[src/rtl/muacm_loopback.sv]
// Loopback engine for the muacm CDC-ACM core: buffers the host-to-device byte stream
// and returns it to the host, framed as raw echo, packets or lines.
module muacm_loopback #(
   parameter int          DEPTH     = 64,
   parameter int          MODE      = 0,
   parameter logic [7:0]  LINE_CHAR = 8'h0A
) (
   input  logic                     clk_usb,
   input  logic                     rst_usb,
   input  logic [7:0]               rx_data,
   input  logic                     rx_last,
   input  logic                     rx_valid,
   output logic                     rx_ready,
   output logic [7:0]               tx_data,
   output logic                     tx_last,
   output logic                     tx_valid,
   input  logic                     tx_ready,
   output logic                     tx_flush_now,
   output logic                     tx_flush_time,
   output logic [$clog2(DEPTH):0]   level,
   output logic [15:0]              seg_cnt
);

   localparam int AW = $clog2(DEPTH);
   localparam int PW = AW + 1;
   localparam logic [PW-1:0] FULL    = PW'(DEPTH);
   localparam logic [PW-1:0] FULL_M1 = PW'(DEPTH - 1);

   // Handshakes: a byte moves on a side exactly in the cycle where valid and ready are both high.
   logic [8:0]    r_mem [DEPTH];
   logic [PW-1:0] r_wr_ptr;
   logic [PW-1:0] r_cm_ptr;
   logic [PW-1:0] r_rd_ptr;
   logic [15:0]   r_seg_cnt;
   logic          r_flush_now;

   logic [PW-1:0] w_level;
   logic [PW-1:0] w_wr_ptr_nx;
   logic [8:0]    w_head;
   logic          w_wr;
   logic          w_rd;
   logic          w_fill;
   logic          w_flag;

   assign w_level     = r_wr_ptr - r_rd_ptr;
   assign w_wr_ptr_nx = r_wr_ptr + PW'(1);
   assign rx_ready    = (w_level != FULL);
   assign tx_valid    = (r_cm_ptr != r_rd_ptr);
   assign w_wr        = rx_valid & rx_ready;
   assign w_rd        = tx_valid & tx_ready;
   assign w_head      = r_mem[r_rd_ptr[AW-1:0]];
   assign tx_data     = w_head[7:0];
   assign tx_last     = tx_valid & w_head[8];

   // A write that leaves the FIFO full must close the segment, or a long one would deadlock.
   assign w_fill = (w_level == FULL_M1) & ~w_rd;

   always_comb begin
      w_flag = rx_last;
      if (MODE == 1) begin
         w_flag = rx_last | w_fill;
      end else if (MODE == 2) begin
         w_flag = rx_last | w_fill | (rx_data == LINE_CHAR);
      end
   end

   always_ff @(posedge clk_usb) begin
      if (w_wr) begin
         r_mem[r_wr_ptr[AW-1:0]] <= {w_flag, rx_data};
      end
   end

   always_ff @(posedge clk_usb or posedge rst_usb) begin
      if (rst_usb) begin
         r_wr_ptr    <= '0;
         r_cm_ptr    <= '0;
         r_rd_ptr    <= '0;
         r_seg_cnt   <= '0;
         r_flush_now <= 1'b0;
      end else begin
         if (w_wr) begin
            r_wr_ptr <= w_wr_ptr_nx;
            if ((MODE == 0) || w_flag) begin
               r_cm_ptr <= w_wr_ptr_nx;
            end
            if (w_flag) begin
               r_seg_cnt <= r_seg_cnt + 16'd1;
            end
         end
         if (w_rd) begin
            r_rd_ptr <= r_rd_ptr + PW'(1);
         end
         r_flush_now <= (MODE != 0) && w_rd && w_head[8];
      end
   end

   assign tx_flush_now  = r_flush_now;
   assign tx_flush_time = (MODE == 0);
   assign level         = w_level;
   assign seg_cnt       = r_seg_cnt;

endmodule
[config.mk]
export PLATFORM = sky130hd
export DESIGN_NAME = muacm_loopback
export DESIGN_NICKNAME = d
export VERILOG_FILES = /design/src/rtl/muacm_loopback.sv
export SDC_FILE = /design/constraint.sdc
export NUM_CORES = 1
export LEC_CHECK = 0
export BUFFER_PORTS_ARGS = -buffer_cell sky130_fd_sc_hd__buf_2
export CELL_PAD_IN_SITES_DETAIL_PLACEMENT = 0
export CELL_PAD_IN_SITES_GLOBAL_PLACEMENT = 2
export CORE_MARGIN = 2
export CORE_UTILIZATION = 44
export DETAILED_ROUTE_END_ITERATION = 12
export PLACE_DENSITY_LB_ADDON = 0.1
export SYNTH_ARGS = -nofsm -noshare
export SYNTH_HDL_FRONTEND = slang
export SYNTH_SLANG_ARGS = --single-unit
[constraint.sdc]
create_clock -name clk_usb -period 3.4 [get_ports clk_usb]
set_input_delay 0.17 -clock clk_usb [delete_from_list [all_inputs] [get_ports clk_usb]]
set_output_delay 0.17 -clock clk_usb [all_outputs]
set_load 0.005 [all_outputs]
==> impl_metrics.env <==
export IMPL_endpoint_kind="primary output"
export IMPL_hold_viol_final=0
export IMPL_rows=85
export IMPL_final_seq_area_um2=18100
export IMPL_drc=0
export IMPL_ir_worst_vdd_mv=0.551
export IMPL_multi_input_comb_area_um2=5960
export IMPL_synth_avg_cell_area_um2=19.8
export IMPL_period_share_pct=99.0
export IMPL_wl_um=64400
export IMPL_htree_levels=3
export IMPL_final_layout_size_suffix_gt1_share_pct=34.8
export IMPL_hold_path_class="in -> reg"
export IMPL_start_kind="flip-flop"
export IMPL_drtAntennaViolNets=0
export IMPL_place_gp_congestion=0.797
export IMPL_routedWlPerCell_um=30.2
export IMPL_fill_cells=4244
export IMPL_tritoncts="yes"
export IMPL_synthAdderAreaFrac_pct=0.550
export IMPL_p_leak_uw=0.00946
export IMPL_clock_latency_ns=0.60
export IMPL_drv_slew=0
export IMPL_syn2layout_area_growth_pct=18.8
export IMPL_synth_xor_area_share_pct=1.13
export IMPL_final_util_pct=53.0
export IMPL_slew_limit_headroom_pct=26.3
export IMPL_dp_hpwl_um=39400
export IMPL_syn_nets=1241
export IMPL_synthArstFlopShare_pct=4.95
export IMPL_via_per_inst=5.89
export IMPL_antenna_cells=0
export IMPL_grt_max_degree=59
export IMPL_die_w_um=238
export IMPL_clockBufferDepth=3
export IMPL_final_nets=1408
export IMPL_synth_area_mux_share_pct=13.7
export IMPL_max_stage_delay_ns=0.49
export IMPL_synth_compound_area_share_pct=4.34
export IMPL_cp_slowest_cell="dfrtp_4"
export IMPL_synth_top_family_by_area="multiplexers"
export IMPL_mappedNetlistArea_um2=24100
export IMPL_power_density_nw_per_um2=882
export IMPL_netlist_area_leader_share_pct=71.7
export IMPL_seq_area_frac_synth_pct=74.8
export IMPL_synth_ff_type="edfxtp_1"
export IMPL_cts_inserted_buffers=66
export IMPL_die_area_um2=56700
export IMPL_synth_top_area_cell="edfxtp_1"
export IMPL_yosysWarnings=0
export IMPL_grt_total_usage_pct=23.2
export IMPL_criticalPathCategory="reg -> out"
export IMPL_cp_required_ns=3.23
export IMPL_cp_max_fo=21
export IMPL_grt_pass1_vias=12793
export IMPL_synth_common_cells="576 x edfxtp_1, 135 x mux4_2, 85 x nor2_1"
export IMPL_worst_pin_slew_ns=1.11
export IMPL_setup_viol=0
export IMPL_critPathArrivalTime_ns=3.20
export IMPL_yosys_register_bits=606
export IMPL_netlist_top_cells_area="edfxtp_1 72%, mux4_2 13%, dfrtp_1 3.1%"
export IMPL_io_pins=49
export IMPL_clock_sinks=606
export IMPL_core_um2=54000
export IMPL_finClkSkew_ns=0.0115
export IMPL_gr_total_overflow=0
export IMPL_finalSetupTns_ns=0
export IMPL_die_h_um=238
export IMPL_port_buffers=46
export IMPL_period_minus_slack_ns=3.37
export IMPL_status="finished, final reports clean"
export IMPL_synth_cell_types=64
export IMPL_synthSimpleGateAreaFrac_pct=3.73
export IMPL_rsz0062_at_grt="yes"
export IMPL_root_buffer="clkbuf_16"
export IMPL_synth_edf_count=576
export IMPL_initial_core_util_pct=44.6
export IMPL_cts_clk_slew_worst_paths_ns=0.06
export IMPL_antenna_found_initial=1
export IMPL_max_freq_ghz=0.297
export IMPL_vias=12570
export IMPL_drtPass1Iterations=5
export IMPL_synth_most_common_cell="edfxtp_1"
export IMPL_path_cells="ha_2 > fa_2 > nand2b_4 > buf_4 > a21oi_4 > xnor2_2 > or4_4 > buf_8 > buf_12 > or2_1 > buf_2"
export IMPL_postSynthCellCount=1218
export IMPL_drt_initial_drc_count=1319
export IMPL_maxCapViolCount=0
export IMPL_grt_pass1_wl_um=92700
sequential cells by signal, summed over array words and instances (netlist names):
| signal | count |
|---|---|
| r_mem | 576 |
| r_rd_ptr | 7 |
| r_wr_ptr | 7 |
| seg_cnt | 16 |
worst max-delay path, delay by kind of cell (launching register included):
| family | cells | cell delay (ns) |
|---|---|---|
| simple gates | 3 | 0.78 |
| buf+inv | 4 | 0.57 |
| fa+ha+maj | 2 | 0.53 |
| xor+xnor | 1 | 0.09 |
| flops | 1 | 0.49 |
| compound gates | 1 | 0.13 |
metrics by stage:
stage | instance area (um2) | worst slack (ns) | std cells | total power, uW | hold WS [ns]
floorplan | 24100 | -0.00147 | 1218 | 13700 | 0.261
global placement | 25700 | -0.0751 | 1988 | 17200 | 0.283
detailed placement | 25700 | -0.101 | 1988 | 17200 | 0.286
CTS | 28400 | -0.108 | 2126 | 25100 | 0.0250
global route | 28600 | -0.0657 | 2133 | 26300 | 0.0232
finish | 28600 | 0.0339 | 2133 | 25300 | 0.0532
repair_timing:
| action | CTS | global route |
|---|---|---|
| cloned | 4 | 1 |
| hold endpoints to repair | 35 | 0 |
| hold buffers | 2 | 0 |
| resized for setup | 53 | 49 |
| pin swaps | 0 | 2 |
| setup endpoints to repair | 199 | 222 |
| setup buffers | 12 | 6 |
layout by cell type (no fill, tap or decap), drive strengths merged, types with 5 or more instances in the layout:
cell type  instances
nor2              86
clkbuf            87
clkinv            24
a22oi             20
edfxtp           576
mux2i             23
nand2             48
a221oi             6
a22o               9
inv               13
bufinv             6
xnor2             29
a211o              5
nand3             12
a31oi              6
dfrtp             30
buf              157
a21oi             16
o211ai            15
and3              11
o22ai             12
o2111ai            8
o21ai             14
mux4             135
ha                 9
nor3               7
a211oi             6
worst paths after layout:
check | from | end | slack (ns) | depth (start not counted)
worst max-delay path | r_rd_ptr[0] | rx_ready | 0.03 | 11
worst min-delay path | rx_last | r_mem[29][8] | 0.05 | 1
worst max register to register | r_rd_ptr[0] | r_mem[13][7] | 0.19 | 10
worst min register to register | seg_cnt[15] | seg_cnt[15] | 0.46 | 1
max in group asynchronous | rst_usb | r_rd_ptr[0] | 2.84 | 4
min in group asynchronous | rst_usb | r_wr_ptr[6] | 0.21 | 4
per-layer routing:
layer	global-route usage [%]	up-vias	part of all wire [%]
li1	-	5352	-
met1	33.0	6753	44
met2	37.1	386	49
met3	4.84	77	5.5
met4	5.49	2	1.9
met5	0	-	0.012
power by group:
group,internal [uW],leakage (uW),switching [uW],total (uW)
clock,4330,0.00108,2870,7190
combinational,4120,0.00282,5280,9400
sequential,8530,0.00556,144,8680
total,17000,0.00946,8290,25300
cell families after synthesis:
family | count (synthesis)
AOI/OAI and AO/OA | 132
muxes | 162
other | 2
DFF | 606
xor gates and xnor gates | 31
adders and majority gates | 10
buffers and inverters | 78
and+or+nand+nor | 197
area by class of cell:
type                            count  area share, %
Tap cell                          696           3.04
Inverter                           13          0.170
Clock inverter                     34           1.14
Multi-Input combinational cell    534           20.8
Clock buffer                       86           6.50
Sequential cell                   606           63.0
Timing Repair Buffer              164           5.31
Power figures use the tool's default switching activity.
